--- src/rtl/mac_seq_ctrl.sv ---
// ---------------------------------------------------------------------------
// mac_seq_ctrl
//
// Sequencing controller for one 8-lane MAC unit with two internal register
// stages. A job (chunk count + precision mode) is accepted through a start
// request in IDLE. Operand chunks are then streamed from an upstream
// valid/ready source into the MAC. The MAC's fixed two-cycle latency is
// tracked with a 2-bit shift register, and the per-chunk dot products are
// summed into a wide signed accumulator. The final sum is presented on a
// valid/ready result port.
//
// Handshake semantics (both the operand port and the result port):
//   A transfer happens on a rising clk edge where valid && ready are both
//   high. The producer holds valid and its data stable until that transfer.
//   ready is allowed to depend on state only. It never depends on the
//   partner's valid, so no combinational loop can form through the
//   handshake.
//
// Ports:
//   clk, reset_n        rising-edge clock, async active-low reset
//   start               job request; acted on only in IDLE
//   cfg_chunks          chunks in the job (unsigned); 0 gives an empty job
//   cfg_mode            00 s*s, 01/10 s*u, 11 treated as 00
//   busy                high whenever the FSM is not in IDLE
//   in_valid/in_ready   operand chunk handshake
//   in_a, in_b          activation / weight chunk, lane 0 at the LSBs
//   mac_a, mac_b        operands to the MAC; zero on non-fire cycles
//   mac_mode            precision mode to the MAC; changes only on accept
//   mac_out             MAC dot-product result (signed, bw_psum bits)
//   res_valid/res_ready result handshake
//   res_data            accumulated signed sum (zero when res_valid is low)
//   dbg_state           current FSM state, for checkers and debug
// ---------------------------------------------------------------------------
module mac_seq_ctrl #(
    parameter int bw      = 8,
    parameter int pr      = 8,
    parameter int bw_psum = 2*bw+4,
    parameter int cnt_bw  = 8,
    parameter int acc_bw  = bw_psum+cnt_bw
) (
    input  logic                clk,
    input  logic                reset_n,
    input  logic                start,
    input  logic [cnt_bw-1:0]   cfg_chunks,
    input  logic [1:0]          cfg_mode,
    output logic                busy,
    input  logic                in_valid,
    output logic                in_ready,
    input  logic [pr*bw-1:0]    in_a,
    input  logic [pr*bw-1:0]    in_b,
    output logic [pr*bw-1:0]    mac_a,
    output logic [pr*bw-1:0]    mac_b,
    output logic [1:0]          mac_mode,
    input  logic [bw_psum-1:0]  mac_out,
    output logic                res_valid,
    input  logic                res_ready,
    output logic [acc_bw-1:0]   res_data,
    output logic [1:0]          dbg_state
);

    typedef enum logic [1:0] {
        ST_IDLE  = 2'd0,
        ST_FEED  = 2'd1,
        ST_DRAIN = 2'd2,
        ST_DONE  = 2'd3
    } state_t;

    state_t              state_q;
    state_t              state_d;
    logic [cnt_bw-1:0]   remaining_q;
    logic [1:0]          mode_q;
    logic [1:0]          v_q;
    logic [acc_bw-1:0]   acc_q;

    logic                accept;
    logic                fire;
    logic [acc_bw-1:0]   mac_out_ext;

    // -----------------------------------------------------------------------
    // FSM: state register
    // -----------------------------------------------------------------------
    always_ff @(posedge clk or negedge reset_n) begin
        if (!reset_n) begin
            state_q <= ST_IDLE;
        end else begin
            state_q <= state_d;
        end
    end

    // -----------------------------------------------------------------------
    // FSM: next state and state-decoded outputs
    // -----------------------------------------------------------------------
    always_comb begin
        state_d   = state_q;
        accept    = 1'b0;
        in_ready  = 1'b0;
        res_valid = 1'b0;
        busy      = (state_q != ST_IDLE);

        case (state_q)
            ST_IDLE: begin
                if (start) begin
                    accept  = 1'b1;
                    state_d = (cfg_chunks == '0) ? ST_DONE : ST_FEED;
                end
            end

            ST_FEED: begin
                in_ready = 1'b1;
                if (in_valid && (remaining_q == cnt_bw'(1))) begin
                    state_d = ST_DRAIN;
                end
            end

            ST_DRAIN: begin
                // Once v[0] is clear, the only chunk still in flight sits in
                // v[1]. Its accumulate lands on the same edge that enters
                // DONE, so res_data is already final in the first DONE cycle.
                if (!v_q[0]) begin
                    state_d = ST_DONE;
                end
            end

            ST_DONE: begin
                res_valid = 1'b1;
                // A start in this cycle is deliberately not looked at. It is
                // neither accepted nor remembered.
                if (res_ready) begin
                    state_d = ST_IDLE;
                end
            end

            default: begin
                state_d = ST_IDLE;
            end
        endcase
    end

    assign fire = in_valid && in_ready;

    // -----------------------------------------------------------------------
    // Job registers, pipeline tracking and accumulator
    // -----------------------------------------------------------------------
    assign mac_out_ext = acc_bw'($signed(mac_out));

    always_ff @(posedge clk or negedge reset_n) begin
        if (!reset_n) begin
            remaining_q <= '0;
            mode_q      <= 2'b00;
            v_q         <= 2'b00;
            acc_q       <= '0;
        end else begin
            if (accept) begin
                remaining_q <= cfg_chunks;
                mode_q      <= (cfg_mode == 2'b11) ? 2'b00 : cfg_mode;
            end else if (fire) begin
                remaining_q <= remaining_q - cnt_bw'(1);
            end

            // v[0]: product stage holds a real chunk.
            // v[1]: mac_out holds a real chunk's sum.
            // Clearing v on reset discards whatever the un-reset MAC holds.
            v_q <= {v_q[0], fire};

            if (accept) begin
                acc_q <= '0;
            end else if (v_q[1]) begin
                acc_q <= acc_q + mac_out_ext;
            end
        end
    end

    // -----------------------------------------------------------------------
    // Outputs
    // -----------------------------------------------------------------------
    // Bubbles drive zero operands, so any product the MAC computes for them
    // is zero. Those products are also ignored because v never marks them.
    assign mac_a     = fire ? in_a : '0;
    assign mac_b     = fire ? in_b : '0;
    assign mac_mode  = mode_q;
    assign res_data  = res_valid ? acc_q : '0;
    assign dbg_state = state_q;

endmodule

--- config.mk ---
export PLATFORM = sky130hd
export DESIGN_NAME = mac_seq_ctrl
export DESIGN_NICKNAME = d
export VERILOG_FILES = /design/src/rtl/mac_seq_ctrl.sv
export SDC_FILE = /design/constraint.sdc
export NUM_CORES = 1
export LEC_CHECK = 0
export BUFFER_PORTS_ARGS = -buffer_cell sky130_fd_sc_hd__buf_2
export CORE_AREA = 2 2 127 129
export CTS_CLUSTER_SIZE = 25
export DETAILED_ROUTE_END_ITERATION = 16
export DIE_AREA = 0 0 129 131
export SLEW_MARGIN = 20
export SYNTH_ARGS = -nofsm -noshare
export SYNTH_HDL_FRONTEND = slang
export SYNTH_SLANG_ARGS = --single-unit
--- constraint.sdc ---
create_clock -name clk -period 3.8 [get_ports clk]
set_input_delay 0.38 -clock clk [delete_from_list [all_inputs] [get_ports clk]]
set_output_delay 0.38 -clock clk [all_outputs]
set_load 0.03 [all_outputs]
Yosys cells after proc, flatten, opt, wreduce, memory -nomap -nowiden
Index checks and enable logic that the tools add are counted.
Widths: inputs -> output; s select.
- logic and storage cells: 42
- output and inout port bits: 163
- bits of input ports: 163
- register bits: 42
- multiplexer cells: 18
- $add $sub $neg: 2
- reduce and logical (&&, ||, !) cells: 8
- equal/unequal tests: 9
- operators by type and width (operator ; count):
    $mux 64 ; 2
    $mux 28 ; 3
    $add 28x28->28 ; 1
    $mux 8 ; 2
    $mux 2 ; 6
    $eq 8x1->1 const B ; 1
    $logic_not 8->1 ; 1
    $ne 2x2->1 const B ; 4
    $pmux 2 s4 ; 1
    $sub 8x1->8 const B ; 1
    $eq 2x2->1 const B ; 3
    $reduce_bool 2->1 ; 3
    $mux 1 ; 4
    $reduce_and 4->1 ; 1
    $eq 2x1->1 const B ; 1
    $logic_and 1x1->1 ; 2
    $logic_not 2->1 ; 1

Depth between registers and ports, before layout
- depth in word-level cells: 5
- gate-level depth with buffers: 10
- gate-level depth less buffers: 10

Worst setup path after synthesis
Ideal clock, no wire load.
- path kind: in2reg
- from: in mac_out[12]
- to: reg acc_q[27]
- stages: 9
- arrival time: 2.351 ns
- data required time: 3.723 ns
- path slack: 1.371 ns
- setup time: 0.077 ns
- buffers on the path: 1
- cell sequence: ha_1 buf_6 a21o_1 a21o_1 a211o_1 o21a_1 a311o_1 or3_1 a21oi_1
- longest elaborated chain between the ends: 3
- ends and longest elaborated chain (what ; line ; RTL):
    from (decl) ; 54 ; input logic [bw_psum-1:0] mac_out,
    $add 28x28->28 ; 168 ; acc_q <= acc_q + mac_out_ext;
    $mux 28 ; 167 ; end else if (v_q[1]) begin
    $mux 28 ; 165 ; if (accept) begin
    to (signal assigned) ; 168 ;
    to (decl) ; 73 ; logic [acc_bw-1:0] acc_q;
No other way between the ends. The select of a mux whose other input is x is not followed.
A chain may end at the register's enable or synchronous reset.

Final worst setup path
- from: reg state_q[1], in the netlist dbg_state[1]
- to: out mac_a[61]
- longest elaborated chain between the ends: 4
- ends and longest elaborated chain (what ; line ; RTL):
    from (decl) ; 68 ; state_t state_q;
    from (signal assigned) ; 86 ; state_q <= state_d;
    $eq 2x1->1 ; 100 ; case (state_q)
    $mux 1 ; 100 ;
    $logic_and 1x1->1 ; 139 ; assign fire = in_valid && in_ready;
    $mux 64 ; 178 ; assign mac_a = fire ? in_a : '0;
    to (decl) ; 51 ; output logic [pr*bw-1:0] mac_a,
No other way between the ends.

==> metrics.txt <==
clock sinks 42; Fillers 1654; Pins Over Slew Limit 0; Fin Setup TNS 0 ns; RR Endpoint acc_q[23]$_DFFE_PN0P_; syn avg cell area 7.62 um^2; Final Hold Fails 0; Post-Syn Nets 807; most common cell after layout, fill and taps aside buf_2; non-filler cells, final 1123; CTS resizes 0; Worst Reg2Reg Path Length in Cells 8; multi-input combinational cell area 0.00332 mm^2; CTS tree built; Startpoint Class flop; Hold WC Path Type in -> async; Crit Path Category reg -> out; part of the cycle the worst path needs 0.735; initial antenna violation count 13; status complete, no violations; CTS buffer count 5; Avg Vias per Cell 5.06; num rows 46; Clk Latency, worst-skew pair 0.30 ns; Synth Flop Type dfrtp_1; DRT iter0 DRCs 465; antenna-violating nets left 0; vias in the first global route 5296; die extent in y 131 um; Cell variety after synth 59; Fmax 358 MHz; commonest non-fill, non-tap cells in the layout buf_2, and3_1, nand2_1, dfrtp_1, a21oi_1; first-pass GRT wire length 30.8 mm; Nets 1097; sw frac 0.538; Comb power frac 0.709; Port Buffers 325; Peak VDD IR 0.270 mV; # Max-Cap Violations 0; gr usage total 0.240; Worst EP required 3.42 ns; GR Overflow Total 0; Final min period 2.79 ns; Synth Instances 609; routability cong. 0.917; Setup Buffers After CTS 0; pin count of the biggest net entering global routing 79; core footprint 0.0156 mm^2; Area growth syn-to-layout 41.5%; hold_buf cts 0; drt first pass iters 5; CTS clk-pin slew, worst paths 0.06 ns; Root Buffer clkbuf_16; mapped cell area 0.00464 mm^2; Clock power frac 0.114; GRT met2 Usage 0.388; Remaining DRCs 0; Die X 129 um; yosys warns 0; cell leakage power 4.04 nW; Initial Utilization 0.297; I/O pins 326; vias after detailed routing 5683; Pint 2.08 mW; slew margin rel. 0.432; worst slew pin tran 0.851 ns; dpl cells 1108; grt peak-use layer met2; pwr/cell area 685 mW/mm^2; RR Startpoint acc_q[12]$_DFFE_PN0P_; Synth async-reset ratio 1.00; reg-to-reg slack, setup 1.23 ns; WL/cell 18.8 um; GR Layer Usage met3 0.0989; Worst EP arrival 2.41 ns; register area 0.00105 mm^2; Detail Placement HPWL 17.2 mm; final-report setup violation count 0; final WL 21.1 mm; RSZ-0062 raised after global routing no; Critical Path Fanout Max 78; full die area 0.0169 mm^2; Max Buffers Root-to-Sink 2; clk_skew 0.00652 ns; Post-synth EDFFs 0; layout cells sized above 1 0.387; register area share after synthesis 0.227; met1 Track Usage GR 0.295; H-tree depth 2; Psw 2.42 mW; FF+latch count, synth 42; Sequential Power Share 0.177; CP endpoint kind output port
[per-stage QoR]
step,hold WS [ns],setup WS [ns],utilization,power (mW),area [um^2]
global placement,0.377,1.15,0.409,3.98,6380
finish,0.0881,1.01,0.421,4.50,6560
CTS,0.295,0.987,0.420,4.52,6540
floorplan,0.0844,1.37,-,3.12,4640
global route,0.131,0.806,0.420,4.85,6550
detailed placement,0.394,1.13,0.409,3.99,6380
[sequential cells by signal, indices dropped and copies added (netlist names)]
register and cells:
v_q 2, acc_q 28, remaining_q 8, mac_mode 2, dbg_state 2
[final cells by class]
cell class,instances,area share
antenna,7,0.00267
timing repair buffer,333,0.257
multi-input combinational,504,0.506
clock inverter,1,0.00457
inverter,13,0.00743
clock buffer,7,0.0202
sequential,42,0.160
tap,216,0.0412
[power by group through the flow]
stage / Clock [mW] / Combinational, mW / Sequential [mW]
5_1_grt: 0.534 / 3.49 / 0.822
2_1_floorplan: 0 / 2.33 / 0.788
4_1_cts: 0.527 / 3.20 / 0.797
3_3_place_gp: 0 / 3.18 / 0.799
6_report: 0.510 / 3.19 / 0.797
3_5_place_dp: 0 / 3.18 / 0.804
[per-layer routing]
metal,vias up,routed length [um]
li1,2801,-
met1,2629,8920
met2,202,9830
met3,39,1780
met4,12,507
met5,-,78
[cells by family (layout without fill, tap and decap cells)]
| logic type | Yosys count | count (layout) | share of synthesized area |
|---|---|---|---|
| compound gates | 145 | 145 | 0.199 |
| xor+xnor | 22 | 22 | 0.0415 |
| fa+ha+maj | 35 | 35 | 0.0960 |
| buf+inv | 63 | 354 | 0.0593 |
| flops | 42 | 42 | 0.227 |
| mux | 9 | 9 | 0.0197 |
| other cells | 0 | 7 | 0 |
| simple gates | 293 | 293 | 0.358 |
[critical path, cell delays in order (launching register included)]
cell and delay [ns]:
dfrtp_1 0.42, inv_1 0.17, ha_4 0.54, buf_4 0.45
and3_1 0.28, buf_2 0.22
[Yosys cell counts (all sizes together) (5+ instances only)]
library cell    n  area share
o22ai           5      0.0067
o21ai          35       0.038
nand3          13       0.014
nor2b           7      0.0094
a211oi          7       0.011
nand2          42       0.034
nand2b          5      0.0067
buf             5       0.010
o21bai          6      0.0097
xnor2          16       0.030
xor2            6       0.011
nor2           26       0.021
and3          135        0.18
and2           33       0.045
a21o           14       0.023
inv            12      0.0097
clkbuf         45       0.039
nor3           11       0.012
o21a            8       0.013
ha             34       0.092
dfrtp          42        0.23
mux2i           8       0.017
a31oi           5      0.0067
a21oi          37       0.040
[worst max path at each step]
stage | from | to | depth (start not counted) | slack (ns)
floorplan | mac_out[12] | acc_q[27]$_DFFE_PN0P_ | 9 | 1.37
global placement | mac_out[12] | acc_q[23]$_DFFE_PN0P_ | 9 | 1.15
detailed placement | mac_out[12] | acc_q[23]$_DFFE_PN0P_ | 9 | 1.13
CTS | dbg_state[1]$_DFFE_PN0P_ | mac_a[61] | 5 | 0.99
global route | dbg_state[1]$_DFFE_PN0P_ | mac_a[61] | 5 | 0.81
finish | dbg_state[1]$_DFFE_PN0P_ | mac_a[61] | 5 | 1.01
Power figures use the tool's default switching activity.
